<file path="config.mk">
export PLATFORM = sky130hd
export DESIGN_NAME = fifo_wr_arbiter
export DESIGN_NICKNAME = d
export VERILOG_FILES = /design/src/rtl/fifo_pkg.sv /design/src/rtl/fifo_wr_arbiter_rr_arbiter.sv /design/src/rtl/fifo_wr_arbiter.sv
export SDC_FILE = /design/constraint.sdc
export NUM_CORES = 1
export LEC_CHECK = 0
export CORE_MARGIN = 5
export CORE_UTILIZATION = 42
export CTS_CLUSTER_DIAMETER = 100
export DETAILED_ROUTE_END_ITERATION = 8
export PLACE_DENSITY_LB_ADDON = 0.1
export SLEW_MARGIN = 25
export SYNTH_ARGS = -nofsm -noshare
export SYNTH_HDL_FRONTEND = slang
export SYNTH_SLANG_ARGS = --single-unit
export TNS_END_PERCENT = 10
</file>
<file path="constraint.sdc">
create_clock -name wclk -period 4.5 [get_ports wclk]
set_clock_uncertainty 0.05 [all_clocks]
set_input_delay 0.45 -clock wclk [delete_from_list [all_inputs] [get_ports wclk]]
set_output_delay 0.45 -clock wclk [all_outputs]
set_load 0.01 [all_outputs]
</file>
<file path="src/rtl/fifo_pkg.sv">
// Shared helpers for the async FIFO write/read controllers: gray-code
// conversion and pointer width derivation.
package fifo_pkg;

    // Pointer carries one extra wrap bit on top of the RAM address.
    function automatic int ptr_width_of(input int addr_width);
        return addr_width + 1;
    endfunction

    // Width of an index that selects one of n items (at least one bit).
    function automatic int idx_width_of(input int n);
        return (n > 1) ? $clog2(n) : 1;
    endfunction

    // Callers zero-extend into 32 bits and truncate the result, so one
    // pair of functions serves every pointer width up to 32.
    function automatic logic [31:0] bin2gray(input logic [31:0] b);
        return b ^ (b >> 1);
    endfunction

    function automatic logic [31:0] gray2bin(input logic [31:0] g);
        logic [31:0] b;
        b[31] = g[31];
        for (int i = 30; i >= 0; i--) begin
            b[i] = b[i+1] ^ g[i];
        end
        return b;
    endfunction

endpackage

</file>
<file path="src/rtl/fifo_wr_arbiter_rr_arbiter.sv">
// Round-robin arbiter: picks the first requester at or after rr_ptr,
// wrapping modulo N, using a double-width masked priority search.
module rr_arbiter
    import fifo_pkg::*;
#(
    parameter int N  = 4,
    localparam int IW = idx_width_of(N)
) (
    input  logic [N-1:0]  req,
    input  logic [IW-1:0] rr_ptr,
    output logic [N-1:0]  gnt,
    output logic [IW-1:0] winner,
    output logic          any
);

    logic [2*N-1:0] dreq;
    logic [2*N-1:0] masked;

    // Unroll the request vector twice and mask off everything below rr_ptr
    // so that a plain lowest-index search implements the wrap-around.
    always_comb begin
        dreq   = {req, req};
        masked = '0;
        for (int i = 0; i < 2 * N; i++) begin
            masked[i] = dreq[i] && (i >= int'(rr_ptr));
        end
    end

    // Lowest set bit of the masked vector, folded back into 0..N-1.
    always_comb begin
        any    = 1'b0;
        winner = '0;
        for (int i = 0; i < 2 * N; i++) begin
            if (!any && masked[i]) begin
                any    = 1'b1;
                winner = IW'(i % N);
            end
        end
    end

    // One-hot grant decoded from the winning index.
    always_comb begin
        gnt = '0;
        for (int j = 0; j < N; j++) begin
            gnt[j] = any && (winner == IW'(j));
        end
    end

endmodule

</file>
<file path="src/rtl/fifo_wr_arbiter.sv">
// Write-side controller of the async FIFO (wclk domain). Arbitrates the
// single RAM write port among NUM_REQ requesters, owns the binary/gray
// write pointer and derives full, almost-full and occupancy from the read
// pointer already synchronised into wclk.
//
// Handshake: req[i] is valid, gnt[i] is ready; a write happens in any
// cycle where req[i] & gnt[i]. A requester holds req and its data slice
// stable until granted, may drop req before a grant (no write), and may
// keep req high for zero-wait back-to-back writes. gnt is combinational
// from req in the same cycle and is never asserted while wfull is set or
// wrst_n is low.
module fifo_wr_arbiter
    import fifo_pkg::*;
#(
    parameter int NUM_REQ      = 4,
    parameter int ADDR_WIDTH   = 4,
    parameter int DATA_WIDTH   = 8,
    parameter int AFULL_THRESH = 2,
    localparam int PTR_WIDTH   = ptr_width_of(ADDR_WIDTH)
) (
    input  logic                          wclk,
    input  logic                          wrst_n,
    input  logic [NUM_REQ-1:0]            req,
    input  logic [NUM_REQ*DATA_WIDTH-1:0] req_data,
    output logic [NUM_REQ-1:0]            gnt,
    input  logic [PTR_WIDTH-1:0]          wq2_rptr,
    output logic [PTR_WIDTH-1:0]          wptr,
    output logic                          mem_we,
    output logic [ADDR_WIDTH-1:0]         mem_waddr,
    output logic [DATA_WIDTH-1:0]         mem_wdata,
    output logic                          wfull,
    output logic                          walmost_full,
    output logic [PTR_WIDTH-1:0]          wr_count
);

    localparam int IW = idx_width_of(NUM_REQ);
    localparam logic [PTR_WIDTH:0] DEPTH_W  = (PTR_WIDTH+1)'(1 << ADDR_WIDTH);
    localparam logic [PTR_WIDTH:0] THRESH_W = (PTR_WIDTH+1)'(AFULL_THRESH);

    logic [IW-1:0]        rr_ptr;
    logic [IW-1:0]        winner;
    logic [NUM_REQ-1:0]   arb_gnt;
    logic                 arb_any;
    logic                 grant_en;

    logic [PTR_WIDTH-1:0] wbin;
    logic [PTR_WIDTH-1:0] wbin_next;
    logic [PTR_WIDTH-1:0] wgray_next;
    logic [PTR_WIDTH-1:0] rbin;
    logic [PTR_WIDTH-1:0] count_next;
    logic [PTR_WIDTH:0]   free_next;
    logic                 full_next;
    logic                 afull_next;

    rr_arbiter #(
        .N (NUM_REQ)
    ) u_rr_arbiter (
        .req    (req),
        .rr_ptr (rr_ptr),
        .gnt    (arb_gnt),
        .winner (winner),
        .any    (arb_any)
    );

    // Grants are suppressed while full and while reset is held, so no write
    // can ever overflow the RAM and nothing leaks out during reset.
    assign grant_en  = wrst_n && !wfull;
    assign gnt       = grant_en ? arb_gnt : '0;
    assign mem_we    = grant_en && arb_any;
    assign mem_waddr = wbin[ADDR_WIDTH-1:0];

    // Steer the granted requester's payload onto the RAM data bus.
    always_comb begin
        mem_wdata = '0;
        for (int i = 0; i < NUM_REQ; i++) begin
            if (gnt[i]) begin
                mem_wdata = req_data[i*DATA_WIDTH +: DATA_WIDTH];
            end
        end
    end

    // Next-state pointer, occupancy and flag terms; a write and a read
    // pointer change in the same cycle both fold in here.
    always_comb begin
        wbin_next  = wbin + PTR_WIDTH'(mem_we);
        wgray_next = PTR_WIDTH'(bin2gray(32'(wbin_next)));
        rbin       = PTR_WIDTH'(gray2bin(32'(wq2_rptr)));
        count_next = wbin_next - rbin;
        free_next  = DEPTH_W - {1'b0, count_next};
        afull_next = (free_next <= THRESH_W);
        full_next  = (wgray_next == {~wq2_rptr[PTR_WIDTH-1:PTR_WIDTH-2],
                                     wq2_rptr[PTR_WIDTH-3:0]});
    end

    // Write pointer and registered status flags.
    always_ff @(posedge wclk or negedge wrst_n) begin
        if (!wrst_n) begin
            wbin         <= '0;
            wptr         <= '0;
            wfull        <= 1'b0;
            walmost_full <= 1'b0;
            wr_count     <= '0;
        end else begin
            wbin         <= wbin_next;
            wptr         <= wgray_next;
            wfull        <= full_next;
            walmost_full <= afull_next;
            wr_count     <= count_next;
        end
    end

    // Round-robin priority moves just past the winner on each transfer.
    always_ff @(posedge wclk or negedge wrst_n) begin
        if (!wrst_n) begin
            rr_ptr <= '0;
        end else if (mem_we) begin
            if (winner == IW'(NUM_REQ - 1)) begin
                rr_ptr <= '0;
            end else begin
                rr_ptr <= winner + IW'(1);
            end
        end
    end

endmodule
</file>
* After elaboration in Yosys (flattened, before gate mapping)
Index checks and enable logic that the tools add are counted.
** Cells by class
- Muxes and demuxes :: 21
- Magnitude comparators :: 4
- Equal/unequal tests :: 4
- $add $sub $neg :: 4
- Reductions and logical operators :: 25
- Bitwise gates (word level) :: 6
- Shifts and indexed selects :: 0
- Multipliers :: 0
- Divide/modulo/power cells :: 0
** Operators by type and width (count)
- $mux 8 :: 4
- $logic_and 1x1->1 :: 16
- $mux 2 :: 7
- $mux 1 :: 9
- $logic_not 1->1 :: 8
- $le 6x2->1 const B :: 1
- $sub 5x5->6 const A :: 1
- $add 5x1->5 :: 1
- $eq 5x5->1 :: 1
- $sub 5x5->5 :: 1
- $xor 5x4->5 :: 1
- $eq 2x2->1 const B :: 2
- $ge 1x2->1 const A :: 2
- $mux 4 :: 1
- $xor 1x1->1 :: 4
- $add 2x1->2 const B :: 1
- $eq 2x1->1 const B :: 1
- $ge 2x2->1 const A :: 1
- $logic_not 2->1 :: 1
- $not 2->2 :: 1
** Word-level totals
- Output and inout bits :: 29
- Bits in read-only memories :: 0
- Word-level logic and storage cells :: 70
- Bits in latches :: 0
- Memories kept :: 0
- Memory bits (writable) :: 0
- Bits in registers :: 19
- Input bits :: 43

* Depth between registers and ports, before layout
- Depth after elaboration :: 31
- Mapped depth :: 14
- Depth with buffers taken out :: 14

* Modules after synthesis
Synthesis repeated with hierarchy kept, for this count alone.
** Second synthesis, totals
- Cells, all modules :: 163
- Area, all modules :: 1427.6 um^2
** Modules (own cells, without submodules)
- fifo_wr_arbiter :: area an instance 1226.2 um^2, instances 1, seq. area each 450.4 um^2, cells an instance 131
- rr_arbiter :: area an instance 201.4 um^2, instances 1, seq. area each 0.0 um^2, cells an instance 32

* Worst setup path after synthesis
OpenSTA, ideal clock, no wires.
- Path type :: input port to flip-flop
- Start :: input port req[0]
- End :: register walmost_full
- Library setup time :: 0.104 ns
- Cell stages on the path :: 11
- Required time :: 4.346 ns
- Slack :: 1.209 ns
- Arrival :: 3.137 ns
- Path buffers :: 0
- Cells stage by stage :: or4_1 -> nand3b_1 -> inv_1 -> ha_1 -> ha_1 -> ha_1 -> nor2b_1 -> o21a_1 -> or3_1 -> and2_1 -> o41ai_2
** Between the ends
- Cells in the longest elaborated chain, start to end :: 28
** Ends and longest elaborated chain
- start: declaration :: line fifo_wr_arbiter.sv:23 : input logic [NUM_REQ-1:0] req,
- $logic_and 1x1->1 :: line fifo_wr_arbiter_rr_arbiter.sv:25 : masked[i] = dreq[i] && (i >= int'(rr_ptr));
- $mux 1 :: line fifo_wr_arbiter_rr_arbiter.sv:34 : if (!any && masked[i]) begin
- $logic_not 1->1 :: line fifo_wr_arbiter_rr_arbiter.sv:34
- $logic_and 1x1->1 :: line fifo_wr_arbiter_rr_arbiter.sv:34
- $mux 1 :: line fifo_wr_arbiter_rr_arbiter.sv:34
- $logic_not 1->1 :: line fifo_wr_arbiter_rr_arbiter.sv:34
- $logic_and 1x1->1 :: line fifo_wr_arbiter_rr_arbiter.sv:34
- $mux 1 :: line fifo_wr_arbiter_rr_arbiter.sv:34
- [16 not listed]
- named net mem_we :: line fifo_wr_arbiter.sv:28 : output logic mem_we,
- $add 5x1->5 (*) :: line fifo_wr_arbiter.sv:85 : wbin_next = wbin + PTR_WIDTH'(mem_we);
- named net wbin_next[1] :: line fifo_wr_arbiter.sv:47 : logic [PTR_WIDTH-1:0] wbin_next;
- $sub 5x5->5 (*) :: line fifo_wr_arbiter.sv:88 : count_next = wbin_next - rbin;
- named net count_next[3] :: line fifo_wr_arbiter.sv:50 : logic [PTR_WIDTH-1:0] count_next;
- $sub 5x5->6 (*) :: line fifo_wr_arbiter.sv:89 : free_next = DEPTH_W - {1'b0, count_next};
- $le 6x2->1 (*) :: line fifo_wr_arbiter.sv:90 : afull_next = (free_next <= THRESH_W);
- named net afull_next :: line fifo_wr_arbiter.sv:53 : logic afull_next;
- end signal: assignment :: line fifo_wr_arbiter.sv:107 : walmost_full <= afull_next;
- end: declaration :: line fifo_wr_arbiter.sv:32 : output logic walmost_full,
The timed path passes the listed nets; every way through them passes the cells marked *.
A chain may end at the register's enable or synchronous reset.

* Worst setup path after layout
- Start :: input port req[0]
- End :: output port mem_wdata[3]
** Between the ends
- Cells in the longest elaborated chain, start to end :: 30
- Elaborated cells between the ends (all ways) :: 43
- Those cells by class :: eq/ne (3); mux (20); reduce/logical (20)
** Ends and longest elaborated chain
- $logic_and 1x1->1 :: line fifo_wr_arbiter_rr_arbiter.sv:25
- $mux 1 :: line fifo_wr_arbiter_rr_arbiter.sv:34
- $logic_not 1->1 :: line fifo_wr_arbiter_rr_arbiter.sv:34
- $logic_and 1x1->1 :: line fifo_wr_arbiter_rr_arbiter.sv:34
- $mux 1 :: line fifo_wr_arbiter_rr_arbiter.sv:34
- $logic_not 1->1 :: line fifo_wr_arbiter_rr_arbiter.sv:34
- $logic_and 1x1->1 :: line fifo_wr_arbiter_rr_arbiter.sv:34
- $mux 1 :: line fifo_wr_arbiter_rr_arbiter.sv:34
- [12 not listed]
- $logic_not 1->1 :: line fifo_wr_arbiter_rr_arbiter.sv:34
- $logic_and 1x1->1 :: line fifo_wr_arbiter_rr_arbiter.sv:34
- $mux 2 :: line fifo_wr_arbiter_rr_arbiter.sv:34
- $logic_not 2->1 :: line fifo_wr_arbiter_rr_arbiter.sv:45 : gnt[j] = any && (winner == IW'(j));
- $logic_and 1x1->1 :: line fifo_wr_arbiter_rr_arbiter.sv:45
- $mux 4 (*) :: line fifo_wr_arbiter.sv:68 : assign gnt = grant_en ? arb_gnt : '0;
- $mux 8 (3 in series) :: line fifo_wr_arbiter.sv:76 : if (gnt[i]) begin
- $mux 8 (*) :: line fifo_wr_arbiter.sv:76
- end: declaration :: line fifo_wr_arbiter.sv:30 : output logic [DATA_WIDTH-1:0] mem_wdata,
Mark *: on every way between the ends. The rest lies on a longest branch, timed or not.

==> key figures <==
Place
  • HPWL after DPL: 3410 um
  • Port Buffer Count: 71
  • DP Worst Slack: 530 ps
  • Final Wtd Congestion: 0.845

Clock network
  • CTS Sinks: 18
  • Later-pin clock latency in the skew report: 290 ps
  • CTS max path bufs: 2
  • Post-cts hold buffer count: 0
  • H-tree Lvls: 1
  • TritonCTS clock tree: yes
  • Postcts setup bufs: 0
  • CTS-repair resized insts: 0
  • Clock-pin slew on the worst setup and hold paths: 100 ps
  • CTS Buf Count: 3
  • Root buf cell: clkbuf_4

Synth
  • XOR/XNOR Fraction of Synth Area: 12.6%
  • Yosys top cell by area: dfrtp_1
  • Largest family of logic cells by synthesized area: simple AND/OR/NAND/NOR gates
  • Synth area leaders: dfrtp_1, ha_1, xor2_1
  • Mapped cell area: 0.00137 mm^2
  • Register bit count reported by yosys: 18
  • Avg Inst Size Synth: 9.04 um^2
  • Synthesis Warnings: 0
  • Syn Inst Count: 151
  • Synth Area in Compound Gates: 15.5%
  • Multiplexer share of the synthesized area: 0.733%
  • Sequential-to-total area share from yosys stat: 33.0%
  • Cell variety after synth: 34
  • Synth Area in Simple Gates: 20.4%
  • Synthesized Nets: 207
  • Post-Synth Adder-Cell Area: 12.5%
  • Share of Yosys cell area claimed by the top area cell type: 33.0%

Timing
  • Max Clk Rate: 0.264 GHz
  • Final setup viols: 0
  • Fin crit period: 3790 ps
  • Final setup margin: 707 ps
  • Setup TNS: 0 ps
  • Final Cycle Share: 84.3%
  • Least-Margin Pin Slew: 539 ps
  • Max Transition Viols Final: 0
  • Final Hold Viols: 0
  • RSZ-0062 raised after global routing: false
  • Hold_ws: 505 ps
  • Slew margin rel.: 64.1%

Layout
  • Share of layout cells above drive strength 1: 4.04%
  • Reg area: 450 um^2
  • Final Util: 70.2%
  • Nets@finish: 280
  • Fillers: 272
  • Area delta synth->final: 58.4%
  • Ant diodes: 0
  • Multi-input gate area: 842 um^2

Drt
  • Post-DRT Antenna Nets: 0
  • Via count: 1335
  • Drt first pass iters: 4
  • DRC Markers: 0
  • DRT iter0 DRCs: 71
  • Final wirelength: 4010 um
  • Via/cell ratio: 5.00
  • Routed len/inst: 15.0 um

Hold path
  • WHS Path Cells: 2
  • Hold WC Path Type: flop to flop
  • Worst Hold End: rr_ptr[0]$_DFFE_PN0P_
  • Worst hold path startpoint: rr_ptr[0]$_DFFE_PN0P_

GRT
  • Met3 GRT Util: 3.71%
  • Met2 Use GR: 32.8%
  • Vias in the first global route: 1390
  • GRT Util Overall: 18.5%
  • Layer with the highest usage: met2
  • Largest net degree at the start of global routing: 19
  • First-pass GRT wire length: 6390 um
  • Initial antenna violation count: 0
  • M1 GR Usage: 22.6%
  • Overflow after GRT: 0

Worst setup path
  • Worst Path Max Fanout: 11
  • Startpoint types: input pin
  • Worst reg2reg startpoint: wfull$_DFF_PN0_
  • Buffers and inverters on the worst path: 3
  • CP Capture Type: output port
  • Reg-to-reg setup timing slack: 1640 ps
  • Worst EP required: 4000 ps
  • Reg2Reg Depth: 13
  • CP max stage cell: clkdlybuf4s50_1
  • Arrival time at the worst endpoint: 3290 ps
  • Reg2reg end: walmost_full$_DFF_PN0_
  • WS Path Type: input pin to output port
  • CP Cell Sequence: clkdlybuf4s50_1, nand2_1, nand2_1, a21oi_1, o22a_1, inv_1, ha_1, nor2b_1, a221oi_1, nor3_1, a21oi_1, nor2_1, clkdlybuf4s50_1
  • Max incr delay on CP: 550 ps
  • Top delay family on crit path: buffers and inverters

Power and ir drop
  • Total Power: 1480 uW
  • Pwr/cell area: 686 mW/mm^2
  • P_leak: 0.000938 uW
  • Max IR drop VDD: 0.563 mV

Run
  • Max Cap Violations: 0

Floorplan
  • Die height: 67.0 um
  • FP Rows: 20
  • Horiz. Die Dim: 67.0 um
  • Die area: 0.00449 mm^2
  • Io pins: 72
  • CORE AREA: 0.00308 mm^2
  • Initial core utilization: 44.3%

Status
  • Status: finished clean
sequential cells by signal (all words and copies together), names as in the netlist:
register and flops:
wbin 5, wr_count 5, wptr 4, rr_ptr 2, walmost_full 1, wfull 1
worst min-delay path, delay by kind of cell (launching register included):
kind	cells	cell delay (ps)
flip-flops	1	400
AND/OR/NAND/NOR	1	60
AO/OA/AOI/OAI	1	60
how the worst max path moves through the flow:
stage               startpoint                     end  slack (ps)  depth (start not counted)
finish                  req[0]            mem_wdata[3]         710                         13
global route            req[0]            mem_wdata[2]         370                         12
CTS                     req[0]            mem_wdata[3]         660                         13
detailed placement      req[0]  walmost_full$_DFF_PN0_         530                         13
global placement        req[0]  walmost_full$_DFF_PN0_         670                         13
floorplan               req[0]  walmost_full$_DFF_PN0_        1210                         11
per-stage QoR:
| stage | instances | cell area [um^2] |
|---|---|---|
| floorplan | 151 | 1370 |
| CTS | 267 | 2160 |
| global route | 267 | 2160 |
| detailed placement | 263 | 2130 |
| global placement | 263 | 2130 |
| finish | 267 | 2160 |
Yosys cell counts:
library cell,instances
dfrtp_1,18
inv_1,14
a21oi_1,13
ha_1,12
nor2b_1,11
xor2_1,11
nor2_1,10
a221oi_1,7
nand2_1,7
nor3_1,7
and2_1,5
clkbuf_1,4
xnor2_1,4
nand3_1,3
o21ai_0,3
nand4_1,2
o22ai_1,2
or3_1,2
a21o_1,1
a221o_1,1
and3b_1,1
buf_2,1
fa_1,1
mux2i_1,1
nand2b_1,1
nand3b_1,1
nor3_2,1
o211ai_1,1
o21a_1,1
o22a_1,1
o41ai_2,1
or4_1,1
xor2_2,1
xor3_1,1
layout by cell type, fill, tap and decap left out, types with 2 or more instances in the layout:
master | synthesis | final
nand4_1 | 2 | 2
a21oi_1 | 13 | 13
and2_1 | 5 | 5
ha_1 | 12 | 12
nand3_1 | 3 | 3
nor2b_1 | 11 | 11
buf_4 | 0 | 2
xor2_1 | 11 | 11
o21ai_0 | 3 | 3
a221oi_1 | 7 | 7
dfrtp_1 | 18 | 18
or3_1 | 2 | 2
clkbuf_4 | 0 | 3
xnor2_1 | 4 | 4
inv_1 | 14 | 14
nand2_1 | 7 | 7
clkdlybuf4s50_1 | 0 | 71
nor2_1 | 10 | 10
nor3_1 | 7 | 7
o22ai_1 | 2 | 2
cell type report:
class                           count  area share, %
Clock buffer                        4           1.68
Inverter                           14           2.43
Multi-Input combinational cell    114           38.9
Sequential cell                    18           20.8
Tap cell                           44           2.55
Timing Repair Buffer               73           33.6
routing by layer:
layer  vias up  part of all wire (%)
li1        665                     -
met1       623                    41
met2        45                    51
met3         2                   7.9
met4         0                  0.27
met5         -                     0
cell families (layout without fill, tap and decap cells):
group / after synthesis / after routing
xor gates and xnor gates: 17 / 17
adders and majority gates: 13 / 13
buffers and inverters: 19 / 91
and+or+nand+nor: 52 / 52
muxes: 1 / 1
DFF: 18 / 18
AOI/OAI and AO/OA: 31 / 31
report_power, final:
group | internal [uW] | switching [uW] | leakage, uW
registers | 249 | 48.2 | 0.000216
clock network | 49.2 | 49.4 | 0.0000210
logic | 531 | 556 | 0.000701
(Power assumes the default switching activity.)
